$ cat src/rtl/spi_cmd_decoder.sv
// spi_cmd_decoder: brings spi_rx bytes and cs into the clk domain and decodes
// cs-framed opcode/data transactions into register-bus strobes.
module spi_cmd_decoder #(
  parameter int WIDTH       = 8,
  parameter int ADDR_W      = 4,
  parameter int SYNC_STAGES = 2
) (
  input  logic              clk,
  input  logic              rst,
  input  logic              cs,
  input  logic [WIDTH-1:0]  command_byte,
  input  logic              byte_ready,
  output logic [ADDR_W-1:0] reg_addr,
  output logic [WIDTH-1:0]  reg_wdata,
  output logic              reg_we,
  output logic              reg_re,
  output logic              clr_pulse,
  output logic              busy,
  output logic              frame_err,
  output logic [7:0]        err_count
);
  typedef enum logic [1:0] {IDLE, OPCODE, DATA, DONE} state_t;
  state_t state_q, state_d;
  logic [SYNC_STAGES-1:0] cs_sync_q, cs_sync_d, br_sync_q, br_sync_d;
  logic br_prev_q, br_prev_d;
  logic [ADDR_W-1:0] addr_q, addr_d;
  logic [WIDTH-1:0] wdata_q, wdata_d;
  logic we_q, we_d, re_q, re_d, clr_q, clr_d, ferr_q, ferr_d;
  logic [7:0] cnt_q, cnt_d;
  logic cs_s, byte_evt;
  logic [1:0] cmd;
  assign cs_s     = cs_sync_q[SYNC_STAGES-1];
  assign byte_evt = br_sync_q[SYNC_STAGES-1] & ~br_prev_q;
  assign cmd      = command_byte[WIDTH-1 -: 2];
  always_comb begin
    cs_sync_d = {cs_sync_q[SYNC_STAGES-2:0], cs};
    br_sync_d = {br_sync_q[SYNC_STAGES-2:0], byte_ready};
    br_prev_d = br_sync_q[SYNC_STAGES-1];
    state_d   = state_q;
    addr_d    = addr_q;
    wdata_d   = wdata_q;
    we_d      = 1'b0;
    re_d      = 1'b0;
    clr_d     = 1'b0;
    ferr_d    = ferr_q;
    cnt_d     = cnt_q;
    // cs release takes priority over any byte arriving in the same cycle
    if (cs_s) begin
      state_d = IDLE;
      if (state_q == DATA) begin
        ferr_d = 1'b1;
        cnt_d  = (cnt_q == 8'hff) ? cnt_q : cnt_q + 8'd1;
      end
    end else begin
      case (state_q)
        IDLE:   state_d = OPCODE;
        OPCODE: if (byte_evt) begin
          case (cmd)
            2'b01: begin
              addr_d  = command_byte[ADDR_W-1:0];
              state_d = DATA;
            end
            2'b10: begin
              addr_d  = command_byte[ADDR_W-1:0];
              re_d    = 1'b1;
              state_d = DONE;
            end
            2'b11: begin
              clr_d   = 1'b1;
              ferr_d  = 1'b0;
              cnt_d   = 8'd0;
              state_d = DONE;
            end
            default: state_d = OPCODE;
          endcase
        end
        DATA: if (byte_evt) begin
          wdata_d = command_byte;
          we_d    = 1'b1;
          state_d = DONE;
        end
        default: state_d = state_q;
      endcase
    end
  end
  always_ff @(posedge clk or posedge rst) begin
    if (rst) begin
      state_q   <= IDLE;
      cs_sync_q <= '1;
      br_sync_q <= '0;
      br_prev_q <= 1'b0;
      addr_q    <= '0;
      wdata_q   <= '0;
      we_q      <= 1'b0;
      re_q      <= 1'b0;
      clr_q     <= 1'b0;
      ferr_q    <= 1'b0;
      cnt_q     <= 8'd0;
    end else begin
      state_q   <= state_d;
      cs_sync_q <= cs_sync_d;
      br_sync_q <= br_sync_d;
      br_prev_q <= br_prev_d;
      addr_q    <= addr_d;
      wdata_q   <= wdata_d;
      we_q      <= we_d;
      re_q      <= re_d;
      clr_q     <= clr_d;
      ferr_q    <= ferr_d;
      cnt_q     <= cnt_d;
    end
  end
  assign reg_addr  = addr_q;
  assign reg_wdata = wdata_q;
  assign reg_we    = we_q;
  assign reg_re    = re_q;
  assign clr_pulse = clr_q;
  assign busy      = (state_q != IDLE);
  assign frame_err = ferr_q;
  assign err_count = cnt_q;
endmodule

$ cat config.mk
export PLATFORM = sky130hd
export DESIGN_NAME = spi_cmd_decoder
export DESIGN_NICKNAME = d
export VERILOG_FILES = /design/src/rtl/spi_cmd_decoder.sv
export SDC_FILE = /design/constraint.sdc
export NUM_CORES = 1
export LEC_CHECK = 0
export BUFFER_PORTS_ARGS = -buffer_cell sky130_fd_sc_hd__buf_2
export CORE_UTILIZATION = 51
export CTS_CLUSTER_DIAMETER = 150
export DETAILED_ROUTE_END_ITERATION = 8
export PLACE_DENSITY = 0.77
export SLEW_MARGIN = 30
export SYNTH_ARGS = -nofsm -noshare
export SYNTH_HDL_FRONTEND = slang
export SYNTH_SLANG_ARGS = --single-unit
export TNS_END_PERCENT = 1
$ cat constraint.sdc
create_clock -name clk -period 1.8 [get_ports clk]
set_clock_uncertainty 0.1 [all_clocks]
set_input_delay 0.18 -clock clk [delete_from_list [all_inputs] [get_ports clk]]
set_output_delay 0.18 -clock clk [all_outputs]
set_load 0.01 [all_outputs]
# Word-level counts from Yosys, hierarchy flattened
# Index checks and enable logic that the tools add are counted.
# word_totals
regBits	31
in_bits	12
output_inout_bits	25
wordCells	65
# op_classes
add_sub_neg	1
n_eq_ne	10
muxes	27
bitwise_logic	3
n_reduce_logical	13
# ops
op	count
8-bit two-way mux	6
1-bit two-way mux	16
8-bit by 1-bit adder with 8-bit output, second input constant	1
8-bit equality test, second input constant	1
4-bit AND reduction	2
2-bit nonzero test	4
2-bit equality test, second input constant	3
2-bit two-way mux	3
3-bit inequality test, second input constant	2
2-bit one-hot mux with 3 select lines	1
3-bit AND reduction	2
5-bit AND reduction	1
2-bit by 1-bit equality test with 1-bit output, second input constant	2
2-bit one-hot mux with 2 select lines	1
4-bit nonzero test	1
2-bit OR reduction	2
2-bit logical NOT	1
2-bit by 1-bit inequality test with 1-bit output, second input constant	1
2-bit inequality test, second input constant	1
1-bit NOT	2
1-bit bitwise AND	1

# Depth between registers and ports, before layout
# Gate-level depths: netlist of run 1.
# logic_depth
ltp_word	6
ltp_mapped	7
depth_no_buf	7

# Least setup slack after synthesis of run 1
# Ideal clock, no wire load.
# synth_timing
kind	flip-flop to flip-flop
from	register state_q[0]
to	register wdata_q[0], in the netlist reg_wdata[0]
setup_ps	125
t_arrival_ps	1376
required_ps	1575
path_slack_ps	199
stages_incl_launch_ff	6
path_cell_list	dfrtp_1 inv_1 ha_1 and3b_2 buf_2 mux2_2
# synth_between
elab_chain_cells	2
# synth_lines
item	line	source
start, declared	23	state_t state_q, state_d;
start signal, assigned	100	state_q <= state_d;
2-bit equality test	55	case (state_q)
3-bit AND reduction (no line)	n/a	
end signal, assigned	105	wdata_q <= wdata_d;
end, declared	27	logic [WIDTH-1:0] wdata_q, wdata_d;
# Every way passes these cells.
# A chain may end at the register's enable or synchronous reset.

# Worst setup path in the final report of run 1
# layout_timing
from	register state_q[1]
to	register cnt_q[7], in the netlist err_count[7]
# layout_between
elab_chain_cells	3
# layout_lines
item	line	source
2-bit equality test / 2-bit by 1-bit equality test with 1-bit output (equally long branches)	50, 55	
2-bit by 1-bit inequality test with 1-bit output (no line) / 2-bit nonzero test (equally long branches)	n/a	
5-bit AND reduction (no line) (*)	n/a	
end signal, assigned	110	cnt_q <= cnt_d;
end, declared	29	logic [7:0] cnt_q, cnt_d;
# Every way passes the cells marked *; elsewhere a longest branch is shown, timed or not.

==> impl_metrics.tcl, run 1 <==
set metrics [dict create \
    yosysWarnings 0 \
    clkPwrFrac_pct 19.6 \
    layout.nets 189 \
    ant_nets 0 \
    avgRoutedWirePerCell_microns 15.2 \
    antenna_cells 0 \
    tritoncts "done" \
    synth_edf_count 0 \
    synth_cells 117 \
    place_hpwl_mm 1.90 \
    max_clock_freq_mhz 583 \
    drv_slew 0 \
    grt_pass1_vias 1020 \
    cts_sinks 31 \
    synth_most_common_cell "dfrtp_1" \
    setup_violations 0 \
    swShare_pct 35.0 \
    ir_drop_v 0.000999 \
    dr.pass1.iters 4 \
    via_per_inst 5.34 \
    synthArstFlopShare_pct 100 \
    finalSetupTns_ns 0 \
    slew_headroom_pct 74.6 \
    drc 0 \
    crit_type "reg2reg" \
    crit_path_max_fanout 8 \
    seq_area_frac_synth_pct 55.4 \
    cp-end-kind "flip-flop" \
    portBuffers 36 \
    instances_no_fill 200 \
    cts_htree_levels 2 \
    drv_cap 0 \
    drt_wl_total_mm 3.04 \
    nFillCells 187 \
    ys_types 33 \
    hold_class "in2reg" \
    initial_utilization_pct 55.2 \
    yosysTopAreaCellShare_pct 51.7 \
    numCtsBuffers 5 \
    die_height_microns 54.5 \
    root_buffer "clkbuf_4" \
    num_rows 18 \
    status "finished, final reports clean" \
    required_ns 1.94 \
    p_sw_mw 0.831 \
    worstSkewPairLatency_ns 0.34 \
    hold_slack_ns 0.0322 \
    p_comb_share_pct 34.6 \
    finalCritPeriodShare_pct 95.3 \
    hold_viol 0 \
    grt_pass1_wl_mm 4.66 \
    synth.largest_area_cell "dfrtp_1" \
    p_per_area_nw_per_um2 1320 \
    drive_above_1_share_pct 40.0 \
    syn_avg_cell_area_sq_um 12.0 \
    die_w_microns 54.5 \
    globalplace.congestion 0.801 \
    arrival_ns 1.85 \
    grt_overflow 0 \
    dieArea_sq_um 2970 \
    core_area_sq_um 2540 \
    synth.top_cells.by_count "29 x dfrtp_1, 13 x mux2_2, 9 x nand2_1, 9 x nand3_1, 8 x ha_1" \
    synth.ff_latch_count 31 \
    antenna_found_initial 0 \
    dp_cells 182 \
    synthTopCellsByArea "dfrtp_1 52%, mux2_2 10%, ha_1 7.1%" \
    drt_iter0_markers 13 \
    min_period_ns 1.71 \
    leakagePower_nw 0.954 \
    cts_buffer_depth 2 \
    num_vias 1067 \
    grtUsageTotal_pct 23.8 \
    startpoint_type "flip-flop" \
    power_frac_seq_pct 45.8 \
    clk_pin_slew_ns 0.09 \
    postLayoutCoreUtil_pct 70.7 \
    synthToLayoutAreaGrowth_pct 28.2 \
    intPower_mw 1.54 \
    grt_max_degree 32 \
    tightest_slew_ns 0.381 \
    syn_area_sq_um 1400 \
    synth_nets 137 \
    synth_top_flop_cell "dfrtp_1" \
    rsz0062_at_grt "false" \
    io_pins 37 \
]
==> cell families after synthesis <==
group,Yosys count,share of synthesized area [%]
muxes,13,10.4
and+or+nand+nor,35,14.0
xor gates and xnor gates,2,1.25
AOI/OAI and AO/OA,18,8.73
adders and majority gates,8,7.13
buffers and inverters,10,3.03
DFF,31,55.4
==> cell type report <==
type	count	area, sq um	area share (%)
Clock buffer	8	68.8	3.82
Sequential cell	31	778	43.3
Inverter	7	26.3	1.46
Multi-Input combinational cell	77	603	33.5
Timing Repair Buffer	47	285	15.9
Tap cell	30	37.5	2.09
==> state kept, by name, summed over array words and instances (netlist names) <==
signal / cells
clr_pulse: 1
reg_wdata: 8
br_sync_q: 2
state_q: 2
reg_addr: 4
br_prev_q: 1
reg_we: 1
err_count: 8
cs_sync_q: 2
frame_err: 1
reg_re: 1
==> cell usage in the layout (no fill, tap or decap), types with 2 or more instances in the layout <==
| cell type | instances |
|---|---|
| a31oi_1 | 2 |
| a32o_1 | 2 |
| and3_1 | 2 |
| buf_2 | 36 |
| buf_4 | 2 |
| clkbuf_4 | 5 |
| clkbuf_8 | 2 |
| dfrtp_1 | 29 |
| dfstp_2 | 2 |
| dlygate4sd3_1 | 9 |
| ha_1 | 7 |
| inv_1 | 7 |
| mux2_2 | 13 |
| nand2_1 | 8 |
| nand3_1 | 9 |
| nor2_1 | 4 |
| nor2b_1 | 3 |
| nor3_1 | 2 |
| o21ai_0 | 4 |
| o22ai_1 | 2 |
==> critical path: stages, from the launching register on <==
cell      delay [ns]
dfrtp_1         0.39
inv_1           0.10
ha_1            0.23
and4bb_4        0.28
nand2_4         0.09
a32o_1          0.23
a32o_1          0.20
==> metrics by stage <==
stage | instance area [sq um] | setup slack (ns) | total power, mW
floorplan | 1400 | 0.199 | 1.57
global placement | 1620 | 0.137 | 1.85
detailed placement | 1620 | 0.0603 | 1.89
CTS | 1780 | 0.0354 | 2.38
global route | 1800 | 0.0164 | 2.53
finish | 1800 | 0.0851 | 2.37
==> final timing paths <==
kind	from	to	slack [ns]	cells after the start
max in group asynchronous	rst	cs_sync_q[1]	0.93	4
min in group asynchronous	rst	err_count[2]	0.35	4
setup reg to reg	state_q[1]	err_count[7]	0.09	6
hold reg to reg	br_sync_q[0]	br_sync_q[1]	0.25	0
setup / recovery	state_q[1]	err_count[7]	0.09	6
hold / removal	command_byte[6]	reg_wdata[6]	0.03	2
==> timing repair <==
item / 4_1_cts / 5_1_grt
hold endpoints to repair: 41 / 0
buffers inserted: 0 / 0
hold buffers: 9 / 0
gates resized for setup: 0 / 3
endpoints found under the setup margin: 0 / 13
==> power by group through the flow <==
stage	registers [mW]	clock network, mW	logic [mW]
finish	1.09	0.466	0.821
floorplan	1.16	0	0.409
detailed placement	1.10	0	0.795
global route	1.12	0.499	0.916
CTS	1.08	0.479	0.814
global placement	1.08	0	0.769
==> layer usage <==
metal,global-route usage (%),up-vias,wire length [microns]
li1,-,521,-
met1,26.4,505,1250
met2,41.3,35,1620
met3,7.78,6,121
met4,10.7,0,52
met5,0,-,0
Note: power is estimated with default switching activity, not from simulation.
==> inputs of run 2 (changes only) <==
--- a/config.mk
+++ b/config.mk
@@ -5,8 +5,9 @@
 export SDC_FILE = /design/constraint.sdc
 export NUM_CORES = 1
 export LEC_CHECK = 0
+export ABC_AREA = 1
 export BUFFER_PORTS_ARGS = -buffer_cell sky130_fd_sc_hd__buf_2
-export CORE_UTILIZATION = 51
+export CORE_UTILIZATION = 52
 export CTS_CLUSTER_DIAMETER = 150
 export DETAILED_ROUTE_END_ITERATION = 8
 export PLACE_DENSITY = 0.77
==> run 2 against run 1 <==
Against the previous run:
- area after synthesis is 4.2% higher
- first-iteration DRC count down 7.7%
- critical path depth is 2 higher
- routed wire length is 6.5% lower
- flip-flop and latch count unchanged
- combinational power up 6.6%
- setup slack better by 0.096 ns
- count of clock-buffer cells in the layout fell by 2
- critical endpoint is now reg_wdata[4]
- largest power group unchanged
==> impl_metrics.tcl, run 2 <==
set metrics [dict create \
    leakagePower_nw 1.03 \
    cts_buffer_depth 2 \
    worstSkewPairLatency_ns 0.33 \
    hold-path-endpoint "reg_wdata[1]" \
    layout.nets 231 \
    p_per_area_nw_per_um2 1380 \
    hold_slack_ns 0.00423 \
    crit_slowest_cell "dfrtp_1" \
    ant_nets 0 \
    p_total_mw 2.52 \
    dieArea_sq_um 3030 \
    worstHoldPathCells 3 \
    worstPathCellList "inv_1 -> ha_1 -> inv_1 -> nor2_1 -> nand2_2 -> inv_1 -> nand2_1 -> nand2_1" \
    drt_iter0_markers 12 \
    drc 0 \
    numCtsBuffers 5 \
    drv_cap 0 \
    final_cell_mix "44 x nand2_1, 36 x buf_2, 29 x dfrtp_1" \
    finalCritPeriodShare_pct 89.9 \
    final_common_cell "nand2_1" \
    synth_top_flop_cell "dfrtp_1" \
    slew_headroom_pct 74.2 \
    clkPwrFrac_pct 22.7 \
    p_comb_share_pct 34.7 \
    die_w_microns 55.0 \
    synth.top_cells.by_count "44 x nand2_1, 29 x dfrtp_1, 25 x inv_1" \
    syn_avg_cell_area_sq_um 9.03 \
    portBuffers 36 \
    yosys.area_share.adder_pct 6.84 \
    path_common_cell "inv_1" \
    synth_top_family_by_area "simple AND/OR/NAND/NOR gates" \
    cts_setup_buffers 0 \
    synth.ff_latch_count 31 \
    rsz0062_at_grt "false" \
    tritoncts "done" \
    synth_cells 162 \
    globalplace.congestion 0.727 \
    core_area_sq_um 2570 \
    hold_viol 0 \
    max_clock_freq_mhz 618 \
    status "finished, final reports clean" \
    die_height_microns 55.0 \
    regToRegEndpoint "reg_wdata[4]" \
    io_pins 37 \
    avgRoutedWirePerCell_microns 11.8 \
    synthToLayoutAreaGrowth_pct 24.9 \
    yosys.area_share.xor_xnor_pct 1.20 \
    ys_types 23 \
    clk_pin_slew_ns 0.11 \
    grt_max_degree 32 \
    antenna_found_initial 0 \
    cts_htree_levels 2 \
    setup_violations 0 \
    grt_pass1_vias 1064 \
    yosysWarnings 0 \
    cts_sinks 31 \
    placed_area_sq_um 1680 \
    postLayoutCoreUtil_pct 71.2 \
    num_rows 18 \
    synthMuxAreaShare_pct 0 \
    grtUsageTotal_pct 21.9 \
    synth_edf_count 0 \
    p_sw_mw 0.909 \
    synth.largest_area_cell "dfrtp_1" \
    swShare_pct 36.0 \
    via_per_inst 4.77 \
    finalSetupTns_ns 0 \
    syn_area_sq_um 1460 \
    max_stage_delay_ns 0.39 \
    num_vias 1155 \
    initial_utilization_pct 57.0 \
    synth_nets 182 \
    place_hpwl_mm 2.03 \
    synth-simple-area-share_pct 23.0 \
    drv_slew 0 \
    r2r_start "state_q[0]" \
    grt_overflow 0 \
    synth_most_common_cell "nand2_1" \
    crit_type "reg2reg" \
    path_buf_inv 3 \
    startpoint_type "flip-flop" \
    required_ns 1.99 \
    seq_area_frac_synth_pct 53.2 \
    intPower_mw 1.62 \
    rrSetupSlack_ns 0.18 \
    reg2reg_depth 8 \
    ir_drop_v 0.00109 \
    synthArstFlopShare_pct 100 \
    drt_wl_total_mm 2.84 \
    synthTopCellsByArea "dfrtp_1 50%, nand2_1 11%, ha_1 6.8%" \
    grt_pass1_wl_mm 4.45 \
    crit_path_max_fanout 15 \
    synth_compound_area_share_pct 8.55 \
    dr.pass1.iters 4 \
    root_buffer "clkbuf_4" \
    fin_area_sq_um 1830 \
    cp-end-kind "flip-flop" \
    antenna_cells 0 \
    hold_start "command_byte[1]" \
    arrival_ns 1.81 \
    drive_above_1_share_pct 32.1 \
    min_period_ns 1.62 \
    tightest_slew_ns 0.388 \
    cp_top_family "simple AND/OR/NAND/NOR gates" \
    hold_class "in2reg" \
    yosysTopAreaCellShare_pct 49.6 \
    power_frac_seq_pct 42.6 \
]
run 2: stage by stage:
step	setup slack, ns	instances
global route	0.0418	242
detailed placement	0.194	228
floorplan	0.368	162
CTS	0.192	242
finish	0.181	242
global placement	0.332	228
run 2: cell families (layout without fill, tap and decap cells):
| logic type | Yosys count | after routing |
|---|---|---|
| AND/OR/NAND/NOR | 75 | 75 |
| flip-flops | 31 | 31 |
| buffers and inverters | 27 | 77 |
| AO/OA/AOI/OAI | 19 | 19 |
| adder cells (fa/ha/maj) | 8 | 8 |
| XOR/XNOR | 2 | 2 |
run 2: tightest hold or removal path, delay by kind of cell:
kind	cells	cell delay (ns)
buf+inv	2	0.16
compound gates	1	0.06
run 2: power groups by stage:
| stage | registers (mW) | logic (mW) | clock network [mW] |
|---|---|---|---|
| 2_1_floorplan | 1.17 | 0.459 | 0 |
| 3_3_place_gp | 1.07 | 0.830 | 0 |
| 3_5_place_dp | 1.09 | 0.872 | 0 |
| 4_1_cts | 1.08 | 0.886 | 0.579 |
| 5_1_grt | 1.11 | 1.00 | 0.614 |
| 6_report | 1.08 | 0.875 | 0.574 |
run 2: worst max path at each step:
stage,cells after the start,start,endpoint
final,8,state_q[0],reg_wdata[4]
after global routing,8,state_q[0],reg_wdata[5]
after floorplan,8,state_q[0],reg_wdata[0]
after CTS,8,state_q[0],reg_wdata[4]
after detailed placement,8,state_q[0],reg_wdata[4]
after global placement,8,state_q[0],reg_wdata[4]
run 2: metal layers:
metal	vias to the layer above	GRT usage (%)	wire, microns	share of wire [%]
li1	588	-	-	-
met1	540	23.2	1230	43
met2	25	38.0	1470	52
met3	2	9.02	121	4.3
met4	0	9.17	15	0.53
met5	-	0	0	0
run 2: final cells by class:
type / instances / area, sq um
clock buffer: 6 / 51.3
clock inverter: 2 / 35.0
fill: 203 / 741
inverter: 26 / 97.6
multi-input combinational: 104 / 579
sequential: 31 / 778
tap: 30 / 37.5
timing repair buffer: 43 / 248
run 2: what timing repair did:
action                    4_1_cts  5_1_grt
hold buffers                    6        0
hold endpoints to repair       34        0
gates resized for setup         0        0
==> inputs of run 3 (changes only) <==
--- a/config.mk
+++ b/config.mk
@@ -8,8 +8,10 @@
 export ABC_AREA = 1
 export BUFFER_PORTS_ARGS = -buffer_cell sky130_fd_sc_hd__buf_2
 export CORE_UTILIZATION = 52
+export CTS_BUF_LIST = sky130_fd_sc_hd__clkbuf_8 sky130_fd_sc_hd__clkbuf_16
 export CTS_CLUSTER_DIAMETER = 150
 export DETAILED_ROUTE_END_ITERATION = 8
+export GPL_TIMING_DRIVEN = 0
 export PLACE_DENSITY = 0.77
 export SLEW_MARGIN = 30
 export SYNTH_ARGS = -nofsm -noshare
==> run 3 against run 2 <==
Against the previous run:
- power rose by 4.8%
- via count rose by 2.5%
- setup slack got worse by 0.051 ns
- combinational power barely moved
- sequential share of layout area barely moved
- highest routed layer unchanged
- utilization barely moved
- maximum frequency fell by 3.0%
- hold slack improved by 0.0073 ns
- count of clock-buffer cells in the layout did not move
==> impl_metrics.tcl, run 3 (same netlist as run 2, synthesis figures left out) <==
set metrics [dict create \
    drt_iter0_markers 26 \
    num_vias 1184 \
    p_comb_share_pct 33.1 \
    postLayoutCoreUtil_pct 71.2 \
    p_sw_mw 0.912 \
    final_common_cell "nand2_1" \
    finalCritPeriodShare_pct 92.7 \
    grt_pass1_vias 1100 \
    leakagePower_nw 1.03 \
    antenna_found_initial 0 \
    clk_pin_slew_ns 0.07 \
    reg2reg_depth 8 \
    drive_above_1_share_pct 33.0 \
    avgRoutedWirePerCell_microns 11.8 \
    startpoint_type "flip-flop" \
    initial_utilization_pct 57.0 \
    slew_headroom_pct 59.0 \
    tritoncts "done" \
    drv_cap 0 \
    cts_sinks 31 \
    cts_setup_buffers 0 \
    place_hpwl_mm 2.12 \
    crit_path_max_fanout 10 \
    swShare_pct 34.5 \
    ir_drop_v 0.00101 \
    grtUsageTotal_pct 21.3 \
    root_buffer "clkbuf_8" \
    regToRegEndpoint "reg_wdata[0]" \
    max_clock_freq_mhz 599 \
    num_rows 18 \
    intPower_mw 1.73 \
    synthToLayoutAreaGrowth_pct 25.0 \
    min_period_ns 1.67 \
    io_pins 37 \
    nFillCells 211 \
    core_area_sq_um 2570 \
    cp-end-kind "flip-flop" \
    hold_start "command_byte[4]" \
    grt_overflow 0 \
    final_cell_mix "44 x nand2_1, 36 x buf_2, 29 x dfrtp_1" \
    hold_viol 0 \
    antenna_cells 0 \
    ant_nets 0 \
    cts_buffer_depth 2 \
    grt_pass1_wl_mm 4.41 \
    tightest_slew_ns 0.614 \
    power_frac_seq_pct 40.8 \
    hold-path-endpoint "reg_wdata[4]" \
    setup_violations 0 \
    layout.nets 228 \
    finalSetupTns_ns 0 \
    hold_class "in2reg" \
    grt_max_degree 32 \
    fin_area_sq_um 1830 \
    p_per_area_nw_per_um2 1450 \
    numCtsBuffers 5 \
    status "finished, final reports clean" \
    rrSetupSlack_ns 0.13 \
    dieArea_sq_um 3030 \
    portBuffers 36 \
    arrival_ns 1.73 \
    placed_area_sq_um 1680 \
    die_height_microns 55.0 \
    r2r_start "state_q[0]" \
    crit_type "reg2reg" \
    p_total_mw 2.65 \
    startpoint "state_q[0]" \
    worstSkewPairLatency_ns 0.27 \
    worstHoldPathCells 3 \
    required_ns 1.86 \
    dr.pass1.iters 4 \
    post_cts_resized 0 \
    clkPwrFrac_pct 26.1 \
    rsz0062_at_grt "false" \
    via_per_inst 4.95 \
    drv_slew 0 \
    cts_htree_levels 2 \
    drc 0 \
    globalplace.congestion 0.736 \
    drt_wl_total_mm 2.83 \
    die_w_microns 55.0 \
]
run 3: cell count changes in the layout (fill, tap and decap cells not counted):
cell,before,now
clkbuf_4,5,0
clkbuf_8,1,6
dlygate4sd3_1,6,3
inv_1,25,24
inv_2,1,2
run 3: layout make-up:
cell class	instances	area, sq um	area share (%)
sequential	31	778	42.6
timing repair buffer	39	210	11.5
multi-input combinational	104	579	31.7
buffer	1	7.51	0.411
inverter	26	97.6	5.34
clock buffer	6	82.6	4.52
clock inverter	2	35.0	1.92
tap	30	37.5	2.05
run 3: worst max-delay path by stage:
stage,endpoint,cells past startpoint
finish,reg_wdata[0],8
global placement,reg_wdata[0],8
floorplan,reg_wdata[0],8
detailed placement,reg_wdata[0],8
CTS,reg_wdata[0],8
global route,reg_wdata[7],8
run 3: worst max-delay path, stage by stage, from the launching register on:
cell and delay [ns]:
dfrtp_1 0.39, inv_1 0.10, ha_1 0.22, inv_1 0.09, nor2_1 0.17, nand2_2 0.14, buf_4 0.22, nand2_1 0.08
o21ai_2 0.06
run 3: routing by layer:
metal,up-vias,part of all wire (%),global-route usage [%]
met4,0,1.3,7.92
met1,559,42,23.4
met2,36,53,39.2
met5,-,0,0
li1,585,-,-
met3,4,3.8,5.19
run 3: timing repair:
| action | CTS | global route |
|---|---|---|
| endpoints found under the setup margin | 0 | 0 |
| endpoints found under the hold margin | 31 | 0 |
| hold buffers | 3 | 0 |
run 3: per-stage QoR:
step	std cells	worst slack [ns]	hold WS, ns
after floorplan	162	0.368	0.0845
after global placement	228	0.267	0.186
after detailed placement	228	0.186	0.187
after CTS	239	0.145	0.00802
after global routing	239	0.0290	0.00710
final	239	0.131	0.0115
run 3: power groups by stage:
stage	registers (mW)	logic, mW	clock network, mW
finish	1.08	0.876	0.690
global route	1.12	0.994	0.733
CTS	1.08	0.886	0.705
detailed placement	1.09	0.877	0
global placement	1.07	0.834	0
floorplan	1.17	0.459	0
